**config.mk**
```make
export PLATFORM = sky130hd
export DESIGN_NAME = pipelined_barrel_shifter
export DESIGN_NICKNAME = d
export VERILOG_FILES = /design/src/rtl/pipelined_barrel_shifter.sv
export SDC_FILE = /design/constraint.sdc
export NUM_CORES = 1
export LEC_CHECK = 0
export BUFFER_PORTS_ARGS = -buffer_cell sky130_fd_sc_hd__buf_2
export CAP_MARGIN = 20
export CORE_ASPECT_RATIO = 1.25
export CORE_MARGIN = 2
export CORE_UTILIZATION = 60
export CTS_CLUSTER_DIAMETER = 150
export CTS_CLUSTER_SIZE = 20
export DETAILED_ROUTE_END_ITERATION = 6
export GPL_TIMING_DRIVEN = 1
export PLACE_DENSITY = 0.87
export SLEW_MARGIN = 10
export SYNTH_ARGS = -nofsm -noshare
export SYNTH_HDL_FRONTEND = slang
export SYNTH_SLANG_ARGS = --single-unit
```
**constraint.sdc**
```tcl
create_clock -name clk -period 2.7 [get_ports clk]
set_clock_uncertainty 0.05 [all_clocks]
set_input_delay 0.135 -clock clk [delete_from_list [all_inputs] [get_ports clk]]
set_output_delay 0.135 -clock clk [all_outputs]
set_load 0.1 [all_outputs]
```
**src/rtl/pipelined_barrel_shifter.sv**
```systemverilog
// SLL/SRL/SRA/ROR over SHW registered stages (stage k shifts by 2^k). Latency SHW cycles.
// Global stall: every stage holds while out_valid && !out_ready, and in_ready drops.
module pipelined_barrel_shifter #(
  parameter int WIDTH = 8
) (
  input  logic                      clk,
  input  logic                      rst,
  input  logic                      in_valid,
  output logic                      in_ready,
  input  logic [WIDTH-1:0]          in_data,
  input  logic [$clog2(WIDTH)-1:0]  in_amt,
  input  logic [1:0]                in_mode,
  output logic                      out_valid,
  input  logic                      out_ready,
  output logic [WIDTH-1:0]          out_data
);

  localparam int SHW = $clog2(WIDTH);
  localparam logic [1:0] MODE_SLL = 2'b00;
  localparam logic [1:0] MODE_SRL = 2'b01;
  localparam logic [1:0] MODE_SRA = 2'b10;

  logic [WIDTH-1:0] data_q [SHW];
  logic [WIDTH-1:0] data_d [SHW];
  logic [SHW-1:0]   amt_q  [SHW];
  logic [SHW-1:0]   amt_d  [SHW];
  logic [1:0]       mode_q [SHW];
  logic [1:0]       mode_d [SHW];
  logic [SHW-1:0]   vld_q, vld_d;
  logic [SHW-1:0]   sign_q, sign_d;
  logic             stall;
  logic             unused_ctrl;

  function automatic logic [WIDTH-1:0] shift_step(input logic [WIDTH-1:0] d,
                                                  input logic [1:0] mode,
                                                  input logic sign,
                                                  input int sh);
    logic [WIDTH-1:0] res;
    res = '0;
    case (mode)
      MODE_SLL: res = d << sh;
      MODE_SRL: res = d >> sh;
      MODE_SRA: res = (d >> sh) | (sign ? ~({WIDTH{1'b1}} >> sh) : {WIDTH{1'b0}});
      default:  res = (d >> sh) | (d << (WIDTH - sh));
    endcase
    return res;
  endfunction

  always_comb begin
    stall  = vld_q[SHW-1] & ~out_ready;
    vld_d  = vld_q;
    sign_d = sign_q;
    for (int k = 0; k < SHW; k++) begin
      data_d[k] = data_q[k];
      amt_d[k]  = amt_q[k];
      mode_d[k] = mode_q[k];
    end
    if (!stall) begin
      // in_ready is 1 whenever we get here, so in_valid alone is the accept
      vld_d[0]  = in_valid;
      amt_d[0]  = in_amt;
      mode_d[0] = in_mode;
      sign_d[0] = in_data[WIDTH-1];
      data_d[0] = in_amt[0] ? shift_step(in_data, in_mode, in_data[WIDTH-1], 1) : in_data;
      for (int k = 1; k < SHW; k++) begin
        vld_d[k]  = vld_q[k-1];
        amt_d[k]  = amt_q[k-1];
        mode_d[k] = mode_q[k-1];
        sign_d[k] = sign_q[k-1];
        data_d[k] = amt_q[k-1][k] ? shift_step(data_q[k-1], mode_q[k-1], sign_q[k-1], 1 << k)
                                  : data_q[k-1];
      end
    end
  end

  always_ff @(posedge clk) begin
    if (rst) begin
      vld_q  <= '0;
      sign_q <= '0;
      for (int k = 0; k < SHW; k++) begin
        data_q[k] <= '0;
        amt_q[k]  <= '0;
        mode_q[k] <= '0;
      end
    end else begin
      vld_q  <= vld_d;
      sign_q <= sign_d;
      for (int k = 0; k < SHW; k++) begin
        data_q[k] <= data_d[k];
        amt_q[k]  <= amt_d[k];
        mode_q[k] <= mode_d[k];
      end
    end
  end

  // Last-stage control and already-consumed amount bits have no reader.
  always_comb begin
    unused_ctrl = ^{mode_q[SHW-1], sign_q[SHW-1]};
    for (int k = 0; k < SHW; k++) begin
      unused_ctrl = unused_ctrl ^ (^amt_q[k]);
    end
  end

  assign in_ready  = ~stall;
  assign out_valid = vld_q[SHW-1];
  assign out_data  = data_q[SHW-1];

endmodule

```
# ---- Word-level counts from Yosys, hierarchy flattened
# Memory sizes are Yosys's and may differ from the RTL's.
# Index checks and enable logic that the tools add are counted.
dict set report totals {
  reg_bits 5
  latchBits 0
  ram_bits 39
  romBits 0
  in_bits 17
  word_cells 58
  mem_count 3
}
dict set report classes {
  n_addsub 0
  n_mul 0
  n_div 0
  n_lt_le_gt_ge 0
  eq_ne 7
  shifts 0
  mux 24
  bitwise 18
  reduce_logical 4
}
# memory words width rd rd_clocked_by_memory_dff write_ports line_no
set memory_table {}
lappend memory_table {data_q 3 8 3 0 3 23} ;# logic [WIDTH-1:0] data_q [SHW];
lappend memory_table {amt_q 3 3 2 0 3 25} ;# logic [SHW-1:0] amt_q [SHW];
lappend memory_table {mode_q 3 2 2 0 3 27} ;# logic [1:0] mode_q [SHW];
# cell n
set op_table {}
lappend op_table {{2-to-1 mux 8 bit} 9}
lappend op_table {{case mux 8 bit (3 select lines)} 3}
lappend op_table {{2-to-1 mux 24 bit} 1}
lappend op_table {{bitwise OR 4 x 8 -> 8 bit} 2}
lappend op_table {{bitwise OR 6 x 8 -> 8 bit} 2}
lappend op_table {{bitwise OR 7 x 8 -> 8 bit} 2}
lappend op_table {{2-to-1 mux 3 bit} 3}
lappend op_table {{2-to-1 mux 9 bit} 1}
lappend op_table {{bitwise OR 1 bit} 9}
lappend op_table {{== test 2 x 1 -> 1 bit (second input constant)} 3}
lappend op_table {{== test 2 bit (second input constant)} 3}
lappend op_table {{logical NOT 2 bit} 3}
lappend op_table {{2-to-1 mux 2 bit} 3}
lappend op_table {{2-to-1 mux 6 bit} 1}
lappend op_table {{2-to-1 mux 1 bit} 3}
lappend op_table {{NOT 1 bit} 2}
lappend op_table {{AND reduction 2 bit} 1}
lappend op_table {{AND 1 bit} 1}
lappend op_table {{inequality test 1 bit (second input constant)} 1}

# ---- Logic depth before layout (Yosys ltp)
# Gate-level depths: netlist of the first run.
dict set report depth {
  depth_word 6
  ltp_mapped 7
}

# ---- Least setup slack after synthesis of the first run
# Ideal clock, no wire load.
dict set report synth_timing {
  path_kind {register to register}
  start {register vld_q[2]}
  end {memory data_q[0][2]}
  setup_ns 0.092
  arrival_ns 1.948
  slack_ns 0.609
  path_stages_with_launch 7
  n_path_buf 3
  synth_period_minus_slack_ns 2.091
  path_cell_list {dfxtp_1 -> nor2b_1 -> buf_2 -> inv_1 -> buf_4 -> buf_4 -> o32ai_1}
}
# element line_no
set synth_lines {}
lappend synth_lines {{start, declared} 29} ;# logic [SHW-1:0] vld_q, vld_d;
lappend synth_lines {{start signal, assigned} 86} ;# vld_q <= vld_d;
lappend synth_lines {{end, declared} 23}

# ---- Final worst setup path of the first run
dict set report layout_timing {
  start {register vld_q[2]}
  end {output port in_ready}
}
dict set report layout_via {
  elab_chain_len 2
}
# element line_no
set layout_lines {}
lappend layout_lines {{AND 1 bit} 50} ;# stall = vld_q[SHW-1] & ~out_ready;
lappend layout_lines {{NOT 1 bit} 104} ;# assign in_ready = ~stall;
lappend layout_lines {{end, declared} 9} ;# output logic in_ready,
# No other way between the ends.

==> impl_metrics.sql, run 1 <==
INSERT INTO impl_metrics (metric_group, metric, value, unit) VALUES
('outcome', 'status', 'finished, final reports clean', ''),
('critical_path', 'crit_fanout', '14', ''),
('layout', 'synthToLayoutAreaGrowth', '6.032', '%'),
('hold_path', 'holdCritPathClass', 'primary input to flop', ''),
('yosys', 'post_synth_fa_ha_maj_area_fraction', '0', '%'),
('yosys', 'postSynthAreaPerCell', '8.563', 'um2'),
('floorplan', 'die-width', '53.89', 'um'),
('floorplan', 'std_cell_rows', '22', ''),
('route', 'antenna_left', '0', ''),
('route', 'routed_wl', '3.472', 'mm'),
('route', 'post-route-drc-count', '0', ''),
('clock_tree', 'ctsRootBufferMaster', 'sky130_fd_sc_hd__clkbuf_4', ''),
('power', 'power.density_cell_area', '557.2', 'nW/um2'),
('yosys', 'main_combinational_cell_family_by_area_after_synthesis', 'compound AO/OA/AOI/OAI gates', ''),
('placed_design', 'placed_cells_incl_taps', '255', ''),
('layout', 'num_antenna_cells', '0', ''),
('yosys', 'synth_top_flop_cell', 'sky130_fd_sc_hd__dfxtp_1', ''),
('clock_tree', 'clkSinkCount', '36', ''),
('yosys', 'synth.net_count', '235', ''),
('clock_tree', 'post_cts.resized_instances', '0', ''),
('global_route', 'globalRouteTotalUtil', '21.80', '%'),
('layout', 'layout-drive-gt1-share', '17.03', '%'),
('timing', 'timing.slew.headroom', '52.72', '%'),
('route', 'detail_route.wl_per_cell', '13.10', 'um'),
('layout', 'filler_free_cell_count_of_the_finished_design', '265', ''),
('yosys', 'synth_common_cells', 'sky130_fd_sc_hd__dfxtp_1 (29), sky130_fd_sc_hd__nand2_1 (24), sky130_fd_sc_hd__o21ai_0 (21)', ''),
('yosys', 'synth_most_common_cell', 'sky130_fd_sc_hd__dfxtp_1', ''),
('floorplan', 'core', '2945', 'um2'),
('yosys', 'number_of_synthesized_register_bits', '36', ''),
('timing', 'timing.final.max_slew_violations', '0', ''),
('timing', 'fin_crit', '1817', 'ps'),
('yosys', 'post_synth_xor_area_fraction', '0.4692', '%'),
('yosys', 'yosysSeqAreaShare', '42.36', '%'),
('yosys', 'synthDominantAreaCellType', 'sky130_fd_sc_hd__dfxtp_1', ''),
('timing', 'fmaxAchievable', '0.5503', 'GHz'),
('placed_design', 'finalWeightedCongestion', '0.7931', ''),
('route', 'vias_per_cell', '5.842', ''),
('timing', 'grt_setup_unrepaired', 'no', ''),
('clock_tree', 'clk_pin_slew', '110', 'ps'),
('route', 'drt_first_iter_violations', '32', ''),
('timing', 'fin_setup_tns', '0', 'ps'),
('yosys', 'synth-edff-count', '7', ''),
('yosys', 'yosys-mux-area-fraction', '0', '%'),
('global_route', 'antenna_found_initial', '0', ''),
('clock_tree', 'number_of_buffers_inserted_during_clock_tree_synthesis', '5', ''),
('placed_design', 'postPlaceCellArea', '1903', 'um2'),
('clock_tree', 'post-cts-setup-buffers', '0', ''),
('floorplan', 'die_area', '3576', 'um2'),
('clock_tree', 'h-tree-depth', '2', ''),
('global_route', 'grt_start_max_net_pins', '46', ''),
('job', 'drv.max_cap_violation_count', '0', ''),
('global_route', 'grt_pass1_wl', '5.692', 'mm'),
('critical_path', 'timing.critical_path.from_type', 'flop', ''),
('yosys', 'synth_simple_gate_area_share', '21.98', '%'),
('layout', 'nNetsFinal', '245', ''),
('power', 'ir_drop', '0.4257', 'mV'),
('timing', 'final-hold-violation-count', '0', ''),
('route', 'vias', '1548', ''),
('clock_tree', 'cts-root-to-sink-buffers', '2', ''),
('clock_tree', 'tritoncts_clock_tree', 'built', ''),
('global_route', 'first_global_vias', '1342', ''),
('critical_path', 'cp_data_required_time', '2520', 'ps'),
('floorplan', 'start_util', '63.38', '%'),
('yosys', 'synth_async_sr_flop_share', '0', '%'),
('yosys', 'syn-instance-count', '218', ''),
('timing', 'fin_crit_sh', '67.31', '%'),
('critical_path', 'critical_path_class', 'flop to output port', ''),
('clock_tree', 'clkLatencyLatePin', '350', 'ps'),
('critical_path', 'critical_path.endpoint_type', 'output port', ''),
('yosys', 'netlist-cell-type-count', '36', ''),
('timing', 'max_slew.worst_pin.slew', '709.2', 'ps');
==> final timing paths <==
check	to	cells past startpoint	slack, ps	start
worst max register to register	data_q[0][15]	5	1120	vld_q[2]
worst max-delay path	in_ready	3	880	vld_q[2]
worst min register to register	vld_q[1]	2	410	vld_q[1]
worst min-delay path	amt_q[0][2]	2	20	in_amt[2]
==> cells in the final DEF, fill, tap and decap left out, drive strengths merged, types with 3 or more instances in the layout <==
| cell type | instances |
|---|---|
| o311a | 4 |
| nor3 | 5 |
| clkbuf | 5 |
| a311oi | 7 |
| a21oi | 8 |
| or3 | 3 |
| dfxtp | 29 |
| buf | 28 |
| nor2b | 13 |
| nand2b | 3 |
| nand2 | 24 |
| or3b | 4 |
| a211oi | 4 |
| inv | 7 |
| nor2 | 17 |
| edfxtp | 7 |
| o21ai | 21 |
| a311o | 4 |
| nand3b | 6 |
| a221oi | 6 |
| o31ai | 5 |
==> logic make-up after synthesis <==
family / Yosys count
buf+inv: 34
xor+xnor: 1
flops: 36
compound gates: 67
simple gates: 80
==> what timing repair did <==
item                                    in CTS  in global routing
hold endpoints to repair                     2                  0
endpoints found under the setup margin       0                  0
hold buffers                                 2                  0
==> through the flow <==
stage / hold WS [ps] / power, mW / util, % / setup slack [ps]
6_report: 18.89 / 1.103 / 67.20 / 882.7
5_1_grt: 28.52 / 1.161 / 67.20 / 809.4
4_1_cts: 1.035 / 1.112 / 67.20 / 884.5
3_5_place_dp: 340.7 / 0.8329 / 64.61 / 1183
3_3_place_gp: 338.2 / 0.8271 / 64.61 / 1228
2_1_floorplan: 225.5 / 0.7999 / - / 609.2
==> report_power, final <==
part | switching (mW) | total [mW] | internal, mW
sequential | 0.0305 | 0.616 | 0.585
clock | 0.182 | 0.280 | 0.0979
combinational | 0.138 | 0.207 | 0.0691
==> per-layer routing <==
layer	routed length, um	GRT usage (%)	up-vias
met5	0	0	-
met4	42	7.692	0
met3	167	6.335	3
met2	1733	37.20	49
met1	1528	25.11	697
li1	-	-	799
==> registers in the layout, indices dropped and copies added (netlist names) <==
name	cells
amt_q	3
data_q	24
mode_q	4
sign_q	2
vld_q	3
==> worst max-delay path, stage by stage, from the launching register on <==
cell,delay [ps]
sky130_fd_sc_hd__dfxtp_1,320
sky130_fd_sc_hd__nor2b_2,150
sky130_fd_sc_hd__inv_1,300
sky130_fd_sc_hd__buf_2,510
==> layout make-up <==
type	instances	area, um2
fill	242	965.9
multi-input combinational	148	895.9
sequential	36	790.8
timing repair buffer	30	165.2
tap	36	45.04
clock buffer	5	37.54
inverter	7	26.28
clock inverter	3	18.77
Note: power is estimated with default switching activity, not from simulation.
==> run 2: changes to the inputs <==
--- a/config.mk
+++ b/config.mk
@@ -9,12 +9,12 @@
 export CAP_MARGIN = 20
 export CORE_ASPECT_RATIO = 1.25
 export CORE_MARGIN = 2
-export CORE_UTILIZATION = 60
+export CORE_UTILIZATION = 51
 export CTS_CLUSTER_DIAMETER = 150
 export CTS_CLUSTER_SIZE = 20
 export DETAILED_ROUTE_END_ITERATION = 6
 export GPL_TIMING_DRIVEN = 1
-export PLACE_DENSITY = 0.87
+export PLACE_DENSITY = 0.79
 export SLEW_MARGIN = 10
 export SYNTH_ARGS = -nofsm -noshare
 export SYNTH_HDL_FRONTEND = slang
==> constraint.sdc (replaced) <==
create_clock -name clk -period 1.51 [get_ports clk]
set_clock_uncertainty 0.05 [all_clocks]
set_input_delay 0.0755 -clock clk [delete_from_list [all_inputs] [get_ports clk]]
set_output_delay 0.0755 -clock clk [all_outputs]
set_load 0.1 [all_outputs]
==> run 2 against run 1 <==
Net effect: count of clock-buffer cells in the layout is 3 higher; hold slack gained 2.9 ps; die area grew 16%; sequential power grew 79%; largest cell class unchanged; largest power group unchanged.
==> impl_metrics.sql, run 2 (synthesis gave the netlist of run 1 again) <==
INSERT INTO impl_metrics (metric_group, metric, value, unit) VALUES
('outcome', 'status', 'finished, final reports clean', ''),
('power', 'power.density_cell_area', '1062', 'nW/um2'),
('clock_tree', 'clkLatencyLatePin', '290', 'ps'),
('route', 'antenna_left', '0', ''),
('global_route', 'grt_pass1_wl', '6.265', 'mm'),
('placed_design', 'place.detailed.hpwl', '2.678', 'mm'),
('global_route', 'globalRouteTotalUtil', '19.71', '%'),
('timing', 'max_slew.worst_pin.slew', '485.0', 'ps'),
('floorplan', 'start_util', '53.59', '%'),
('timing', 'final-hold-violation-count', '0', ''),
('layout', 'layout-drive-gt1-share', '21.52', '%'),
('placed_design', 'numPortBuffers', '26', ''),
('clock_tree', 'number_of_buffers_inserted_during_clock_tree_synthesis', '5', ''),
('global_route', 'remaining_global_route_overflow', '0', ''),
('route', 'detailedRoute.firstPassIterationCount', '4', ''),
('route', 'drt_first_iter_violations', '44', ''),
('global_route', 'antenna_found_initial', '0', ''),
('global_route', 'first_global_vias', '1377', ''),
('floorplan', 'core', '3483', 'um2'),
('layout', 'layout_commonest_cell', 'sky130_fd_sc_hd__dfxtp_1', ''),
('timing', 'fin_setup_tns', '0', 'ps'),
('critical_path', 'cp_data_required_time', '1620', 'ps'),
('clock_tree', 'tritoncts_clock_tree', 'built', ''),
('route', 'routed_wl', '3.904', 'mm'),
('placed_design', 'placed_cells_incl_taps', '264', ''),
('route', 'post_route_met1_wirelength', '1.640', 'mm'),
('route', 'wl_met3', '180', 'um'),
('floorplan', 'std_cell_rows', '24', ''),
('floorplan', 'die_h', '71.64', 'um'),
('placed_design', 'finalWeightedCongestion', '0.8492', ''),
('clock_tree', 'clkSinkCount', '36', ''),
('route', 'met2RoutedLength', '1.908', 'mm'),
('layout', 'number_of_flip_flops_under_the_largest_register_name', '24', ''),
('route', 'vias', '1594', ''),
('layout', 'most_used_cells_in_the_layout_excluding_fill_and_tap_cells', 'sky130_fd_sc_hd__dfxtp_1 (28), sky130_fd_sc_hd__buf_2 (25), sky130_fd_sc_hd__nand2_1 (24)', ''),
('route', 'vias_per_cell', '5.775', ''),
('clock_tree', 'ctsRootBufferMaster', 'sky130_fd_sc_hd__clkbuf_8', ''),
('floorplan', 'die_area', '4163', 'um2'),
('clock_tree', 'cts-root-to-sink-buffers', '2', ''),
('route', 'top_layer_used', 'met4', ''),
('critical_path', 'crit_fanout', '4', ''),
('timing', 'fin_crit_sh', '96.30', '%'),
('layout', 'filler_free_cell_count_of_the_finished_design', '276', ''),
('layout', 'top_register', 'data_q', ''),
('layout', 'layout_top_registers', 'data_q (24), mode_q (4)', ''),
('power', 'ir_drop', '0.7893', 'mV'),
('timing', 'timing.slew.headroom', '67.89', '%'),
('global_route', 'grt_start_max_net_pins', '26', ''),
('hold_path', 'holdCritPathClass', 'primary input to flop', ''),
('critical_path', 'worstPathArrival', '1570', 'ps'),
('route', 'post-route-drc-count', '0', ''),
('critical_path', 'critical_path_class', 'flop to flop', ''),
('route', 'detail_route.wl_per_cell', '14.14', 'um'),
('job', 'drv.max_cap_violation_count', '0', ''),
('critical_path', 'critical_path.endpoint_type', 'flop', ''),
('timing', 'final-setup-viol-count', '0', ''),
('power', 'leakage', '0.8558', 'nW'),
('layout', 'synthToLayoutAreaGrowth', '13.47', '%'),
('timing', 'grt_setup_unrepaired', 'no', ''),
('layout', 'nNetsFinal', '253', ''),
('timing', 'timing.final.max_slew_violations', '0', ''),
('layout', 'num_antenna_cells', '0', ''),
('timing', 'fin_crit', '1454', 'ps'),
('floorplan', 'top_level_ports', '27', ''),
('timing', 'fmaxAchievable', '0.6877', 'GHz'),
('clock_tree', 'clk_pin_slew', '70', 'ps'),
('critical_path', 'timing.critical_path.from_type', 'flop', ''),
('clock_tree', 'h-tree-depth', '2', ''),
('floorplan', 'die-width', '58.12', 'um');
[run 2: cell types whose count changed in the layout (fill, tap and decap cells not counted), moves of 2 or more]
cell	change
sky130_fd_sc_hd__buf_4	+8
sky130_fd_sc_hd__clkbuf_8	+7
sky130_fd_sc_hd__clkbuf_4	-5
sky130_fd_sc_hd__buf_12	+2
sky130_fd_sc_hd__clkinvlp_4	-2
[run 2: cell type report]
| cell class | count | area, um2 |
|---|---|---|
| flip-flops and latches | 36 | 794.5 |
| repair buffers | 38 | 250.2 |
| clock buffers | 8 | 100.1 |
| multi-input cells | 148 | 898.4 |
| well taps | 39 | 48.80 |
| inverters | 7 | 26.28 |
| fillers | 323 | 1365 |
[run 2: per-layer routing]
layer	vias to the layer above	GRT usage [%]
met1	718	22.54
met3	13	3.971
li1	814	-
met2	49	32.32
met4	0	13.95
met5	-	0
[run 2: final timing paths]
check          startpoint             to  slack [ps]  cells after the start
max reg2reg  mode_q[0][3]  data_q[0][19]          60                      3
max          mode_q[0][3]  data_q[0][19]          60                      3
min            in_data[7]      sign_q[0]          20                      3
min reg2reg      vld_q[1]       vld_q[1]         400                      2
[run 2: worst max-delay path, cell delays in order (launching register included)]
cell,delay [ps]
sky130_fd_sc_hd__edfxtp_1,410
sky130_fd_sc_hd__or2_2,350
sky130_fd_sc_hd__a311oi_1,440
sky130_fd_sc_hd__nor3_1,80
[run 2: what timing repair did]
action | 4_1_cts | 5_1_grt
setup endpoints to repair | 1 | 3
buffers inserted | 0 | 3
endpoints found under the hold margin | 1 | 0
hold buffers | 1 | 0
resized for setup | 1 | 0
gates cloned | 0 | 0
[run 2: where the power goes]
part	switching, mW	total (mW)	internal, mW	leakage [nW]
logic	0.262	0.401	0.139	0.482
registers	0.0527	1.10	1.05	0.322
clock network	0.334	0.750	0.416	0.0515
total	0.649	2.25	1.60	0.856
[run 2: stage by stage]
step / instance area [um2] / total power [mW] / hold WS, ps / util, % / setup slack [ps]
after floorplan: 1889 / 1.432 / 166.0 / - / -2.014
after global placement: 1986 / 1.499 / 271.4 / 57.00 / 120.5
after detailed placement: 1986 / 1.507 / 279.6 / 57.00 / 121.4
after CTS: 2096 / 2.251 / 7.070 / 60.17 / 80.55
after global routing: 2118 / 2.337 / 32.35 / 60.81 / 46.72
final: 2118 / 2.250 / 21.76 / 60.81 / 55.86
